===== src/rtl/clk_div_monitor_pkg.sv =====
// rtl/clk_div_monitor_pkg.sv - shared states and divider constants for the divided-clock monitor
package clk_div_monitor_pkg;

    localparam int DIV_N            = 15;
    localparam int EXPECTED_DEFAULT = 1 << DIV_N;

    typedef logic [1:0] state_t;

    localparam state_t IDLE    = 2'd0;
    localparam state_t MEASURE = 2'd1;
    localparam state_t LOCKED  = 2'd2;
    localparam state_t LOST    = 2'd3;

endpackage


===== src/rtl/clk_div_monitor_sync_edge_detect.sv =====
// rtl/clk_div_monitor_sync_edge_detect.sv - synchroniser plus registered rise/fall strobes for a slow clock
module sync_edge_detect #(
    parameter int SYNC_STAGES = 2
) (
    input  logic clk_in,
    input  logic rst,
    input  logic sig_in,
    output logic rise_det,
    output logic rise_pulse,
    output logic fall_pulse
);

    logic [SYNC_STAGES-1:0] sync_q;
    logic                   s;
    logic                   prev;
    logic                   fall_det;

    assign s        = sync_q[SYNC_STAGES-1];
    // rise_det is the combinational edge; it lets the consumer act in the same cycle rise_pulse is set
    assign rise_det = s & ~prev;
    assign fall_det = ~s & prev;

    always_ff @(posedge clk_in) begin
        if (rst) begin
            sync_q     <= '0;
            prev       <= 1'b0;
            rise_pulse <= 1'b0;
            fall_pulse <= 1'b0;
        end else begin
            sync_q     <= {sync_q[SYNC_STAGES-2:0], sig_in};
            prev       <= s;
            rise_pulse <= rise_det;
            fall_pulse <= fall_det;
        end
    end

endmodule


===== src/rtl/clk_div_monitor.sv =====
// rtl/clk_div_monitor.sv - divided-clock monitor: edge strobes, period measurement, lock and loss detection
module clk_div_monitor
    import clk_div_monitor_pkg::*;
#(
    parameter int CNT_W       = 24,
    parameter int SYNC_STAGES = 2,
    parameter int EXPECTED    = EXPECTED_DEFAULT,
    parameter int TOL         = 2,
    parameter int LOCK_COUNT  = 4,
    parameter int TIMEOUT     = 65536
) (
    input  logic             clk_in,
    input  logic             rst,
    input  logic             sig_in,
    output logic             rise_pulse,
    output logic             fall_pulse,
    output logic [CNT_W-1:0] period_out,
    output logic             period_valid,
    output logic             locked,
    output logic             timeout
);

    localparam int MC_W = $clog2(LOCK_COUNT + 1);
    localparam logic [CNT_W-1:0] CNT_SAT = CNT_W'(TIMEOUT);
    localparam logic [CNT_W-1:0] CNT_THR = CNT_W'(TIMEOUT - 1);
    localparam logic [CNT_W:0]   EXP_V   = (CNT_W+1)'(EXPECTED);
    localparam logic [CNT_W:0]   TOL_V   = (CNT_W+1)'(TOL);
    localparam logic [MC_W-1:0]  MC_LAST = MC_W'(LOCK_COUNT - 1);

    logic             rise_det;
    state_t           state, next_state;
    logic [CNT_W-1:0] cnt;
    logic [MC_W-1:0]  match_cnt, next_match;
    logic [CNT_W:0]   period, diff;
    logic             match, report;

    sync_edge_detect #(.SYNC_STAGES(SYNC_STAGES)) u_sync (
        .clk_in     (clk_in),
        .rst        (rst),
        .sig_in     (sig_in),
        .rise_det   (rise_det),
        .rise_pulse (rise_pulse),
        .fall_pulse (fall_pulse)
    );

    // One extra bit so the absolute difference never wraps
    assign period = {1'b0, cnt} + {{CNT_W{1'b0}}, 1'b1};
    assign diff   = (period >= EXP_V) ? (period - EXP_V) : (EXP_V - period);
    assign match  = (diff <= TOL_V);

    always_comb begin
        next_state = state;
        next_match = match_cnt;
        report     = 1'b0;
        if (rise_det) begin
            case (state)
                MEASURE: begin
                    report = 1'b1;
                    if (match) begin
                        next_match = match_cnt + MC_W'(1);
                        if (match_cnt == MC_LAST) next_state = LOCKED;
                    end else begin
                        next_match = '0;
                    end
                end
                LOCKED: begin
                    report = 1'b1;
                    if (!match) begin
                        next_state = MEASURE;
                        next_match = '0;
                    end
                end
                default: begin
                    // IDLE and LOST: start point of this period is unknown, so only restart
                    next_state = MEASURE;
                    next_match = '0;
                end
            endcase
        end else if (cnt >= CNT_THR) begin
            next_state = LOST;
            next_match = '0;
        end
    end

    always_ff @(posedge clk_in) begin
        if (rst) begin
            state        <= IDLE;
            cnt          <= '0;
            match_cnt    <= '0;
            period_out   <= '0;
            period_valid <= 1'b0;
            locked       <= 1'b0;
            timeout      <= 1'b0;
        end else begin
            state        <= next_state;
            match_cnt    <= next_match;
            cnt          <= rise_det ? '0 : ((cnt == CNT_SAT) ? cnt : cnt + CNT_W'(1));
            period_valid <= report;
            if (report) period_out <= period[CNT_W-1:0];
            locked       <= (next_state == LOCKED);
            timeout      <= (next_state == LOST);
        end
    end

endmodule


===== config.mk =====
export PLATFORM = sky130hd
export DESIGN_NAME = clk_div_monitor
export DESIGN_NICKNAME = d
export VERILOG_FILES = /design/src/rtl/clk_div_monitor_pkg.sv /design/src/rtl/clk_div_monitor_sync_edge_detect.sv /design/src/rtl/clk_div_monitor.sv
export SDC_FILE = /design/constraint.sdc
export NUM_CORES = 1
export LEC_CHECK = 0
export CAP_MARGIN = 20
export CORE_ASPECT_RATIO = 0.6
export CORE_MARGIN = 3
export CORE_UTILIZATION = 63
export DETAILED_ROUTE_END_ITERATION = 6
export PLACE_DENSITY_LB_ADDON = 0.25
export SYNTH_ARGS = -nofsm -noshare
export SYNTH_HDL_FRONTEND = slang
export SYNTH_SLANG_ARGS = --single-unit

===== constraint.sdc =====
create_clock -name clk_in -period 10.95 [get_ports clk_in]
set_input_delay 2.19 -clock clk_in [delete_from_list [all_inputs] [get_ports clk_in]]
set_output_delay 2.19 -clock clk_in [all_outputs]
set_load 0.05 [all_outputs]

==> flow_summary_export.csv <==
group,metric,value,unit
status,status,"completed",
global_routing,grt_pass1_vias,3488,
yosys,syn-cell-area,3890,um^2
clock_network,numClockSinks,61,
yosys,avgSynthCellArea,8.07,um^2
clock_network,cts_hold_buffers,0,
global_routing,busiest_layer,"met1",
placed_design,port_buffers,31,
worst_setup_path,required,11220,ps
cells_and_area,antennaDiodeCount,0,
worst_setup_path,slowest_stage,"or4_1",
sta,setup_viol,0,
sta,tns,0,ps
yosys,synthesis.instances,482,
route,drtIter0Drc,500,
clock_network,clk_path_buf_depth,2,
min_path,hp-start,"u_sync.sync_q[0]",
worst_setup_path,worstPathMaxFanout,12,
worst_setup_path,critical_path_buf_inv_count,1,
power,max-vdd-ir-drop,0.0649,mV
yosys,synth_edf_count,0,
clock_network,cts_tree,"yes",
yosys,ys_types,66,
route,via_count,3872,
route,avgRoutedWirePerCell,19.0,um
die,die_w,107,um
global_routing,grt_max_degree,47,
yosys,yosysWarningCount,0,
die,die_area,7180,um^2
cells_and_area,drive_gt1_share,7.80,%
route,viasPerCell,6.68,
worst_setup_path,worst_path_most_repeated_cell,"ha_1",
clock_network,post_cts_resized,0,
route,drt_first_pass_iters,5,
sta,period_share,46.7,%
power,power.net_switching,0.000117,W
worst_setup_path,rr_worst_depth,15,
clock_network,root_buffer,"clkbuf_8",
global_routing,gr-total-overflow,0,
global_routing,met3_usage,9.78,%
global_routing,track_usage,32.0,%
min_path,hold_path_class,"flop to flop",
placed_design,dp_hpwl,8040,um
worst_setup_path,slowest_delay,620,ps
clock_network,post_cts_buffers,0,
route,wl,11000,um
sta,hold_violations,0,
power,clkPwrFrac,43.9,%
die,ios,32,
yosys,synth-seq-cells,61,
worst_setup_path,reg2reg_to,"match_cnt[1]",
die,start_util,67.6,%
power,sw_frac_of_total,24.9,%
global_routing,use_met2,44.7,%
worst_setup_path,r2r_start,"cnt[0]",
sta,rsz0062_at_grt,"false",
cells_and_area,utilization,76.0,%
min_path,hold_depth,1,
clock_network,clk_pin_slew,70,ps
clock_network,cts_buffers,9,
sta,tightestPinTransition,958,ps
sta,slew_violations,0,
route,antenna_left,0,
sta,min_period,5110,ps
sta,max_slew_margin,36.1,%
cells_and_area,area.growth.synth_to_final,12.4,%
worst_setup_path,crit_family,"simple AND/OR/NAND/NOR gates",
worst_setup_path,end_kind,"flop",
yosys,synth_top_flop_cell,"dfxtp_1",
worst_setup_path,r2r_slack,5840,ps
yosys,ys_async_sr_fraction,0,%
die,die_h,66.8,um
worst_setup_path,arrival,5380,ps
yosys,yosysSeqAreaShare,31.4,%
power,internal_power,0.000352,W
worst_setup_path,start_kind,"flop",
yosys,syn-num-nets,495,
min_path,min_to,"u_sync.sync_q[1]",
power,p_comb_share,7.5,%
cells_and_area,n_fill_cell,447,
worst_setup_path,path_class,"flop to flop",
clock_network,worstSkewPairLatency,350,ps
global_routing,antenna_found_initial,0,
flow_run,cap_violations,0,
route,post-route-drc-count,0,
die,core-area,5750,um^2
sta,clock-skew-final,14.9,ps
power,seqPwrFrac,48.6,%
die,rows,21,
clock_network,htreeDepth,3,
placed_design,gp_congestion,0.955,
worst_setup_path,path_cells,"ha_1 > nand3_2 > or4_1 > nor2_1 > xnor2_1 > ha_1 > inv_1 > a221oi_2 > nand3_1 > nor3_1 > o21ai_0 > a2111oi_0 > and4_1 > nand4_1 > o22ai_1",
cells_and_area,final_nets,509,
global_routing,met1_usage,46.7,%
power,p_per_area,107,nW/um^2
global_routing,grt_pass1_wl,17800,um
sta,fmax,0.196,GHz
power,leakagePower,1.47,nW
## how the worst max path moves through the flow
stage / startpoint / to / depth (start not counted)
after floorplan: cnt[0] / match_cnt[1] / 15
after global placement: cnt[0] / locked / 15
after detailed placement: cnt[0] / match_cnt[1] / 15
after CTS: cnt[0] / match_cnt[1] / 15
after global routing: cnt[0] / match_cnt[0] / 15
final: cnt[0] / match_cnt[1] / 15
## registers in the layout, summed over array words and instances (netlist names)
signal	flops
u_sync.rise_pulse	1
cnt	24
locked	1
period_valid	1
timeout	1
u_sync.fall_pulse	1
u_sync.prev	1
match_cnt	3
state	2
period_out	24
u_sync.sync_q	2
## placed cells by master (no fill, tap or decap), types with 6 or more instances in the layout
cell type / netlist / layout
nor3_1: 18 / 18
nand4_1: 12 / 12
clkdlybuf4s50_1: 0 / 31
nand3_1: 14 / 14
a211oi_1: 27 / 27
a21oi_1: 13 / 13
o21ai_0: 10 / 10
clkbuf_8: 0 / 11
or3_1: 11 / 11
xor2_1: 10 / 10
nor2b_1: 8 / 8
and3_1: 9 / 9
and2_1: 6 / 6
dfxtp_1: 61 / 61
or4_1: 7 / 7
inv_1: 15 / 15
a31oi_1: 6 / 6
nor2_1: 74 / 73
ha_1: 10 / 10
nand2_1: 25 / 25
xnor2_1: 25 / 25
## power by group through the flow
| stage | Clock [W] | Sequential, W | Combinational (W) |
|---|---|---|---|
| floorplan | 0 | 0.000236 | 0.0000233 |
| global route | 0.000218 | 0.000229 | 0.0000385 |
| finish | 0.000206 | 0.000228 | 0.0000352 |
| global placement | 0 | 0.000233 | 0.0000338 |
| detailed placement | 0 | 0.000233 | 0.0000344 |
| CTS | 0.000207 | 0.000228 | 0.0000345 |
## metrics by stage
| step | instances | power, W | hold WS, ps | setup slack [ps] | area (um^2) |
|---|---|---|---|---|---|
| final | 580 | 0.000469 | 437 | 5840 | 4370 |
| after global routing | 580 | 0.000485 | 460 | 5530 | 4370 |
| after CTS | 580 | 0.000470 | 446 | 5940 | 4370 |
| after detailed placement | 565 | 0.000268 | 440 | 6000 | 4170 |
| after global placement | 565 | 0.000267 | 429 | 6300 | 4170 |
| after floorplan | 482 | 0.000259 | 414 | 7150 | 3890 |
## Yosys cell counts (all sizes together) (3+ instances only)
library cell	count	share of area, %
and3	9	1.4
nor4	6	1.4
a211oi	27	5.2
buf	16	2.4
a21oi	13	1.7
nand4	12	1.9
inv	15	1.4
nor2	76	7.5
nand3	18	3.2
a2111oi	6	1.5
o22ai	3	0.48
xor2	10	2.3
dfxtp	61	31
o2111ai	4	0.90
o211ai	3	0.58
clkbuf	15	1.4
o31ai	3	0.58
nand2b	5	0.80
or3	11	1.8
nor4b	5	1.3
nand2	26	2.6
nor2b	8	1.3
or4	7	1.4
ha	10	3.2
nor3b	3	0.58
o21ai	10	1.3
xnor2	25	5.6
or2	4	0.64
mux2i	5	1.3
and4	5	1.1
nor3	18	2.3
a31oi	7	1.3
and2	6	0.97
## layer usage
metal  share of wire [%]  wire, um
met1                  46      5040
met2                  41      4470
met3                  12      1350
met4                 1.6       174
met5                   0         0
## final cells by class
type / count / area, um^2 / area share, %
clock buffer: 11 / 151 / 3.46
clock inverter: 4 / 47.5 / 1.09
inverter: 15 / 56.3 / 1.29
multi-input combinational: 375 / 2460 / 56.3
sequential: 61 / 1220 / 27.9
tap: 80 / 100 / 2.29
timing repair buffer: 34 / 333 / 7.62
## cells by family (layout without fill, tap and decap cells)
group	count (synthesis)	count (layout)	share of synthesized area [%]
muxes	7	7	1.87
and+or+nand+nor	222	222	30.8
AOI/OAI and AO/OA	101	101	19.5
adders and majority gates	10	10	3.22
xor gates and xnor gates	35	35	7.89
buffers and inverters	46	64	5.34
DFF	61	61	31.4
No activity file was read; power rests on OpenSTA's default activity.
